[src/rtl/ball_motion_if.sv]
// Control inputs and ball state outputs of the frame-locked motion controller.
// No valid/ready handshake: controls are levels sampled at frame ticks and the outputs are registered, stable between steps.
interface ball_motion_if;
  logic       ena;
  logic       vsync;
  logic [2:0] speed;
  logic       pause;
  logic       recentre;
  logic [9:0] ball_x;
  logic [9:0] ball_y;
  logic       dir_x;
  logic       dir_y;
  logic [1:0] bounce;
  logic       running;

  modport master (
    output ena, vsync, speed, pause, recentre,
    input  ball_x, ball_y, dir_x, dir_y, bounce, running
  );

  modport slave (
    input  ena, vsync, speed, pause, recentre,
    output ball_x, ball_y, dir_x, dir_y, bounce, running
  );
endinterface

[src/rtl/ball_motion_ctrl.sv]
// Frame-synchronous ball motion controller: steps the ball centre once per
// FRAME_DIV frames on the leading edge of vsync, with wall bounce, pause and recentre.
module ball_motion_ctrl #(
  parameter int H_ACTIVE         = 640,
  parameter int V_ACTIVE         = 480,
  parameter int RADIUS           = 100,
  parameter int FRAME_DIV        = 1,
  parameter int VSYNC_ACTIVE_LOW = 1
) (
  input  logic              clk,
  input  logic              rst_n,
  ball_motion_if.slave      bus,
  output logic [1:0]        dbg_state
);
  localparam logic [10:0] X_MIN    = 11'(RADIUS);
  localparam logic [10:0] X_MAX    = 11'(H_ACTIVE - RADIUS);
  localparam logic [10:0] Y_MIN    = 11'(RADIUS);
  localparam logic [10:0] Y_MAX    = 11'(V_ACTIVE - RADIUS);
  localparam logic [9:0]  X_MID    = 10'(H_ACTIVE / 2);
  localparam logic [9:0]  Y_MID    = 10'(V_ACTIVE / 2);
  localparam logic [7:0]  DIV_LAST = 8'(FRAME_DIV - 1);
  localparam logic        VS_POL   = (VSYNC_ACTIVE_LOW != 0);

  typedef enum logic [1:0] {
    ST_ARM   = 2'd0,
    ST_RUN   = 2'd1,
    ST_PAUSE = 2'd2
  } state_t;

  state_t      state_q, state_d;
  logic        vs_act, vs_q, tick;
  logic [7:0]  div_q, div_d;
  logic [9:0]  x_q, x_d, y_q, y_d;
  logic        dx_q, dx_d, dy_q, dy_d;
  logic [1:0]  bounce_q, bounce_d;
  logic [11:0] step_x, step_y;

  // Returns {new_pos, new_dir, hit}. The minus side compares before
  // subtracting so the position can never wrap below zero.
  function automatic logic [11:0] axis_step(
    input logic [9:0]  pos,
    input logic        dir,
    input logic [2:0]  spd,
    input logic [10:0] lo,
    input logic [10:0] hi
  );
    logic [10:0] p, s, n;
    p = {1'b0, pos};
    s = {8'd0, spd};
    n = p + s;
    if (dir) begin
      if (n >= hi) axis_step = {hi[9:0], 1'b0, 1'b1};
      else         axis_step = {n[9:0], 1'b1, 1'b0};
    end else begin
      if (p <= lo + s) begin
        axis_step = {lo[9:0], 1'b1, 1'b1};
      end else begin
        n = p - s;
        axis_step = {n[9:0], 1'b0, 1'b0};
      end
    end
  endfunction

  assign vs_act = bus.vsync ^ VS_POL;
  assign tick   = bus.ena & vs_act & ~vs_q;
  assign step_x = axis_step(x_q, dx_q, bus.speed, X_MIN, X_MAX);
  assign step_y = axis_step(y_q, dy_q, bus.speed, Y_MIN, Y_MAX);

  always_comb begin
    state_d  = state_q;
    div_d    = div_q;
    x_d      = x_q;
    y_d      = y_q;
    dx_d     = dx_q;
    dy_d     = dy_q;
    bounce_d = 2'b00;
    if (bus.recentre) begin
      // Recentre wins over a coincident tick; that frame is simply lost.
      state_d = ST_ARM;
      div_d   = 8'd0;
      x_d     = X_MID;
      y_d     = Y_MID;
      dx_d    = 1'b1;
      dy_d    = 1'b1;
    end else if (tick) begin
      unique case (state_q)
        ST_ARM: state_d = ST_RUN;
        ST_RUN: begin
          if (bus.pause) begin
            state_d = ST_PAUSE;
          end else if (div_q == DIV_LAST) begin
            div_d    = 8'd0;
            x_d      = step_x[11:2];
            dx_d     = step_x[1];
            y_d      = step_y[11:2];
            dy_d     = step_y[1];
            bounce_d = {step_x[0], step_y[0]};
          end else begin
            div_d = div_q + 8'd1;
          end
        end
        ST_PAUSE: if (!bus.pause) state_d = ST_RUN;
        default:  state_d = ST_ARM;
      endcase
    end
  end

  always_ff @(posedge clk or negedge rst_n) begin
    if (!rst_n) begin
      state_q  <= ST_ARM;
      vs_q     <= 1'b0;
      div_q    <= 8'd0;
      x_q      <= X_MID;
      y_q      <= Y_MID;
      dx_q     <= 1'b1;
      dy_q     <= 1'b1;
      bounce_q <= 2'b00;
    end else begin
      state_q  <= state_d;
      vs_q     <= vs_act;
      div_q    <= div_d;
      x_q      <= x_d;
      y_q      <= y_d;
      dx_q     <= dx_d;
      dy_q     <= dy_d;
      bounce_q <= bounce_d;
    end
  end

  assign bus.ball_x  = x_q;
  assign bus.ball_y  = y_q;
  assign bus.dir_x   = dx_q;
  assign bus.dir_y   = dy_q;
  assign bus.bounce  = bounce_q;
  assign bus.running = (state_q == ST_RUN);
  assign dbg_state   = state_q;
endmodule

[src/flat_wrapper.sv]
// flat-port wrapper written by rule: the top's interface ports become plain ports
module ball_motion_ctrl_flat 
#(
  parameter int H_ACTIVE         = 640,
  parameter int V_ACTIVE         = 480,
  parameter int RADIUS           = 100,
  parameter int FRAME_DIV        = 1,
  parameter int VSYNC_ACTIVE_LOW = 1
)
  (clk, rst_n, dbg_state, bus_ena, bus_vsync, bus_speed, bus_pause, bus_recentre, bus_ball_x, bus_ball_y, bus_dir_x, bus_dir_y, bus_bounce, bus_running);
  ball_motion_if bus_i ();
  input  logic clk;
  input  logic rst_n;
  output logic [1:0] dbg_state;
  input wire logic [$bits(bus_i.ena)-1:0] bus_ena;
  input wire logic [$bits(bus_i.vsync)-1:0] bus_vsync;
  input wire logic [$bits(bus_i.speed)-1:0] bus_speed;
  input wire logic [$bits(bus_i.pause)-1:0] bus_pause;
  input wire logic [$bits(bus_i.recentre)-1:0] bus_recentre;
  output wire logic [$bits(bus_i.ball_x)-1:0] bus_ball_x;
  output wire logic [$bits(bus_i.ball_y)-1:0] bus_ball_y;
  output wire logic [$bits(bus_i.dir_x)-1:0] bus_dir_x;
  output wire logic [$bits(bus_i.dir_y)-1:0] bus_dir_y;
  output wire logic [$bits(bus_i.bounce)-1:0] bus_bounce;
  output wire logic [$bits(bus_i.running)-1:0] bus_running;
  assign bus_i.ena = bus_ena;
  assign bus_i.vsync = bus_vsync;
  assign bus_i.speed = bus_speed;
  assign bus_i.pause = bus_pause;
  assign bus_i.recentre = bus_recentre;
  assign bus_ball_x = bus_i.ball_x;
  assign bus_ball_y = bus_i.ball_y;
  assign bus_dir_x = bus_i.dir_x;
  assign bus_dir_y = bus_i.dir_y;
  assign bus_bounce = bus_i.bounce;
  assign bus_running = bus_i.running;
  ball_motion_ctrl #(.H_ACTIVE(H_ACTIVE), .V_ACTIVE(V_ACTIVE), .RADIUS(RADIUS), .FRAME_DIV(FRAME_DIV), .VSYNC_ACTIVE_LOW(VSYNC_ACTIVE_LOW)) u_core (.clk(clk), .rst_n(rst_n), .bus(bus_i), .dbg_state(dbg_state));
endmodule
[config.mk]
export PLATFORM = sky130hd
export DESIGN_NAME = ball_motion_ctrl_flat
export DESIGN_NICKNAME = d
export VERILOG_FILES = /design/src/rtl/ball_motion_if.sv /design/src/rtl/ball_motion_ctrl.sv /design/src/flat_wrapper.sv
export SDC_FILE = /design/constraint.sdc
export NUM_CORES = 1
export LEC_CHECK = 0
export CAP_MARGIN = 20
export CORE_ASPECT_RATIO = 0.7
export CORE_UTILIZATION = 45
export CTS_BUF_LIST = sky130_fd_sc_hd__clkbuf_16
export CTS_CLUSTER_SIZE = 30
export DETAILED_ROUTE_END_ITERATION = 16
export MAX_ROUTING_LAYER = met4
export PLACE_DENSITY = 0.66
export SETUP_SLACK_MARGIN = 0.1
export SLEW_MARGIN = 20
export SYNTH_ARGS = -nofsm -noshare
export SYNTH_HDL_FRONTEND = slang
export SYNTH_SLANG_ARGS = --single-unit
[constraint.sdc]
create_clock -name clk -period 5.3 [get_ports clk]
set_input_delay 1.325 -clock clk [delete_from_list [all_inputs] [get_ports clk]]
set_output_delay 1.325 -clock clk [all_outputs]
set_load 0.03 [all_outputs]
---- Yosys cells after proc, flatten, opt, wreduce, memory -nomap -nowiden ----
Cells that the tools add are included.
W data, S select, Z words.
word-level totals
  flip-flop bits (word level) ............. 35
  input bits .............................. 9
  output and inout port bits .............. 27
  word-level logic and storage cells ...... 76
cells by class
  $add $sub $neg .......................... 6
  magnitude comparators ................... 4
  eq/ne operators ......................... 5
  multiplexer cells ....................... 41
  bitwise logic cells ..................... 4
  reductions and logical operators ........ 8
operators by type and width
  kind                    count
  $mux W10                10
  $mux W12                6
  $mux W8                 5
  $add A10 B3 Y11         2
  $le A10 B11 Y1          2
  $sub A10 B3 Y10         2
  $mux W2                 9
  $ge A11 B10 Y1 const B  1
  $ge A11 B9 Y1 const B   1
  $mux W1                 10
  $add A7 B3 Y8 const A   1
  $add A8 B1 Y8 const B   1
  $logic_not A8 Y1        1
  $ne A3 B3 Y1 const B    2
  $pmux W2 S3             1
  $reduce_and A3 Y1       2
  $reduce_bool A2 Y1      3
  $reduce_and A4 Y1       1
  $and A1 B1 Y1           2
  $eq A2 B1 Y1 const B    1
  $eq A2 B2 Y1 const B    1
  $logic_not A2 Y1        1
  $ne A2 B1 Y1 const B    1
  $not A1 Y1              2

---- Logic depth before layout (Yosys ltp) ----
  word-level depth ........................ 9
  gate-level depth with buffers ........... 11
  depth with buffers taken out ............ 9

---- Least setup slack after synthesis ----
OpenSTA, ideal clock, no wires.
  path type ............................... input port to flip-flop
  start point ............................. in bus_speed[2]
  end point ............................... reg u_core.y_q[6], in the netlist u_core.bus.ball_y[6]
  library setup time ...................... 0.077 ns
  arrival time ............................ 3.541 ns
  data required time ...................... 5.223 ns
  slack ................................... 1.683 ns
  stages on the path ...................... 10
  path buffers ............................ 1
  cells stage by stage .................... inv_1 ha_1 buf_6 nand2b_1 a2111oi_2 xnor2_1 a311oi_2 or3_4 o32a_1 a21o_1
on the way
  longest elaborated chain between the ends .. 9
  elaborated cells on any way between the ends .. 13
  classes of those cells .................. 3 x add/sub; 2 x order compare; 8 x mux
RTL lines
  element                                           line                                            RTL
  start: declaration                                flat_wrapper.sv:17                              input wire logic [$bits(bus_i.speed)-1:0] bus_speed;
  $add A10 B3 Y11 or $add A7 B3 Y8 (tied branches)  ball_motion_ctrl.sv:50, ball_motion_ctrl.sv:55
  $ge A11 B9 Y1 or $le A10 B11 Y1 (tied branches)   ball_motion_ctrl.sv:52, ball_motion_ctrl.sv:55
  $mux W12, on equally long branches                ball_motion_ctrl.sv:52, ball_motion_ctrl.sv:55
  $mux W12 *                                        ball_motion_ctrl.sv:51                          if (dir) begin
  $mux W10 *                                        ball_motion_ctrl.sv:91                          end else if (div_q == DIV_LAST) begin
  $mux W10 *                                        ball_motion_ctrl.sv:89                          if (bus.pause) begin
  $mux W10 *                                        ball_motion_ctrl.sv:86                          unique case (state_q)
  $mux W10 *                                        ball_motion_ctrl.sv:85                          end else if (tick) begin
  $mux W10 *                                        ball_motion_ctrl.sv:77                          if (bus.recentre) begin
  end signal: assignment                            ball_motion_ctrl.sv:123                         y_q <= y_d;
  end: declaration                                  ball_motion_ctrl.sv:33                          logic [9:0] x_q, x_d, y_q, y_d;
Every way passes the cells marked *; elsewhere a longest branch is shown, timed or not. The select of a mux whose other input is x is not followed.
A chain may end at the register's enable or synchronous reset.

---- Worst setup path after layout ----
Ends and elaborated chain as after synthesis.

==> metrics.txt <==
status=finished, final reports clean; fill count=569; GP Congestion=0.9335; post-synth top area share=22.15%; per-cell routed wire length=17.21 um; R2R Setup Slk=about 2.2 ns; Via Count=2,939; Sink Count=35; Post-Syn Nets=400; WHS Endpoint=u_core.bus.ball_x[6]; largest net degree at the start of global routing=36; CTS root buf=clkbuf_16; P&R area growth vs syn=18.66%; hold_buf cts=0; Peak Freq=230.0 MHz; Max-Cap Viols=0; worst skew pair latency=~0.28 ns; Area contributors post-synth=dfrtp_1 (22%), dfstp_2 (6.9%), ha_1 (6.6%), o21ai_0 (4.3%), nor2_1 (4.1%); post-synthesis average cell area=a little over 8 um^2; WHS Path Cells=2; final worst slack=0.9521 ns; Yosys top cell by area=dfrtp_1; DRT Pass-1 Iters=5; Hold Crit Class=flop to flop; Yosys warning total=0; clock skew=0.004806 ns; clock tree buffer depth=2; Antenna Cells=0; 1st-iter DRT viols=266; most common cell after layout, fill and taps aside=clkdlybuf4s50_1; Tot Pwr=just over 0.0009 W; crit path cell chain=clkdlybuf4s50_1 > inv_1 > ha_1 > nand2b_1 > a2111oi_2 > xnor2_1 > a311oi_2 > nor3_1 > a311oi_1 > a21o_1; Hold Vio Cnt, Final=0; #FFs+latches synth=35; crit-path max cell delay=approximately 0.69 ns; initial antenna violation count=0; Yosys cell types=67; die span in x=100.4 um; post-DP HPWL=5945 um; VDD IR-drop max=0.1509 mV; antenna-violating nets left=0; TritonCTS clock tree=done; final WL=~8300 um; clock period minus worst slack=approximately 4.3 ns; Tcrit/Tclk final=between 80 and 90%; cts bufs inserted=5; reg-to-reg endpoint=u_core.bus.ball_y[6]; # DRC=0; clk slew on worst S/H paths=0.06 ns; Top Ports=36; Mapped Area=0.003050 mm^2; Synth Instances=approximately 370; Cell Count, Final, Fillers Out=485; Hold Path Origin=u_core.bus.ball_x[6]; EDFF count, synth=0; crit path capture type=flop; Static Leak=1.512 nW; Setup Fix Bufs, Post-CTS=0; number of H-tree levels=2; # rows=24; Post-synth top flop=dfrtp_1; WS Path Type=primary input to flop; Slowest-stage cell, CP=nor3_1; RSZ-0062 raised after global routing=no; Final setup viols=0; critical path arrival=around 4.6 ns; average vias per placed instance=6.060; die area=0.007117 mm^2; Critical Path RT=5.52 ns; # nets final=422; Synth async-reset ratio=100.0%; Setup Slack @ Placement=0.7368 ns; Global Route Usage Sum=25.78%; critical path peak fanout=8; nature of the critical path startpoint=primary input; worst slew pin tran=~0.85 ns; pwr/cell area=252.4 mW/mm^2; port buffer count=35; worst-case reg-to-reg path depth=8; setup TNS=0 ns; reg2reg start=u_core.bus.ball_y[2]; chip height=70.89 um; Congestion Overflow GR=0; layout cell share with drive strength beyond 1=around 8%; CTS resizes=0; number of global-route vias before repair=2,762; first-pass GRT wire length=13,940 um; placed cell count=477; core footprint=about 0.0064 mm^2; max_slew headroom=a little over two fifths; Seq/Total Area, Yosys=29.04%; most frequent cells in the layout=clkdlybuf4s50_1 (34), nor2_1 (33), nand2_1 (28); max-slew violations=0; Initial Util=47.69%
==> cells by family (layout without fill, tap and decap cells) <==
group                    after synthesis  in the layout  share of synthesized area (%)
buffers and inverters                 42             65                          5.661
AO/OA/AOI/OAI                        105            105                          24.16
XOR/XNOR                              19             19                          5.455
AND/OR/NAND/NOR                      146            146                          25.19
adder cells (fa/ha/maj)               21             21                          9.516
flip-flops                            35             35                          29.04
multiplexers                           3              3                         0.9845
==> how the worst max path moves through the flow <==
stage / end / slack, ns / cells after the start / from
2_1_floorplan: u_core.bus.ball_y[6] / 1.68 / 10 / bus_speed[2]
3_3_place_gp: u_core.bus.ball_y[6] / 0.88 / 10 / bus_speed[2]
3_5_place_dp: u_core.bus.ball_y[6] / 0.74 / 10 / bus_speed[2]
4_1_cts: u_core.bus.ball_y[6] / 1.03 / 10 / bus_speed[2]
5_1_grt: u_core.bus.ball_y[5] / 0.80 / 10 / bus_speed[2]
6_report: u_core.bus.ball_y[6] / 0.95 / 10 / bus_speed[2]
==> where the power goes <==
| group | switching (W) | internal, W |
|---|---|---|
| clock | 0.000118 | 0.000268 |
| sequential | 0.0000310 | 0.000283 |
| combinational | 0.000130 | 0.0000831 |
==> layer usage <==
layer	wire length [um]	global-route usage (%)	vias to the layer above
met5	0	-	-
met4	106	6.602	0
met3	655	4.644	13
met2	3446	35.46	143
met1	4137	38.62	1389
li1	-	-	1394
==> cell type report <==
cell class                      instances  area (um^2)  share of cell area [%]
Clock buffer                            5        125.1                   3.457
Clock inverter                          3        63.81                   1.763
Inverter                               19        71.32                   1.970
Multi-Input combinational cell        294         1992                   55.03
Sequential cell                        35        885.9                   24.47
Tap cell                               91        113.9                   3.146
Timing Repair Buffer                   38        367.9                   10.16
==> sequential cells by signal, indices dropped and copies added (netlist names) <==
name	flops
u_core.bus.ball_x	10
u_core.bus.ball_y	10
u_core.div_q	8
u_core.bus.bounce	2
u_core.dbg_state	2
u_core.bus.dir_x	1
u_core.bus.dir_y	1
u_core.vs_q	1
==> critical path, delay by kind of cell <==
family          cells  cell delay [ns]
compound gates      4             0.99
xor+xnor            1             0.22
fa+ha+maj           1             0.43
buf+inv             2             0.66
simple gates        2             0.92
==> cells in the mapped netlist (all sizes together) (9+ instances only) <==
library cell / n
nor2: 33
o21ai: 29
nand2: 28
dfrtp: 27
inv: 19
nor3: 17
clkbuf: 16
ha: 16
a21oi: 14
nand3: 12
nand2b: 10
or3: 10
xor2: 10
xnor2: 9
==> metrics by stage <==
| stage | hold slack (ns) | area, um^2 | utilization (%) |
|---|---|---|---|
| 6_report | 0.5546 | 3620 | 56.59 |
| 5_1_grt | 0.5754 | 3620 | 56.59 |
| 4_1_cts | 0.5541 | 3620 | 56.59 |
| 3_5_place_dp | 0.5432 | 3431 | 53.64 |
| 3_3_place_gp | 0.5219 | 3431 | 53.64 |
| 2_1_floorplan | 0.4917 | 3050 | - |
Power figures use the tool's default switching activity.
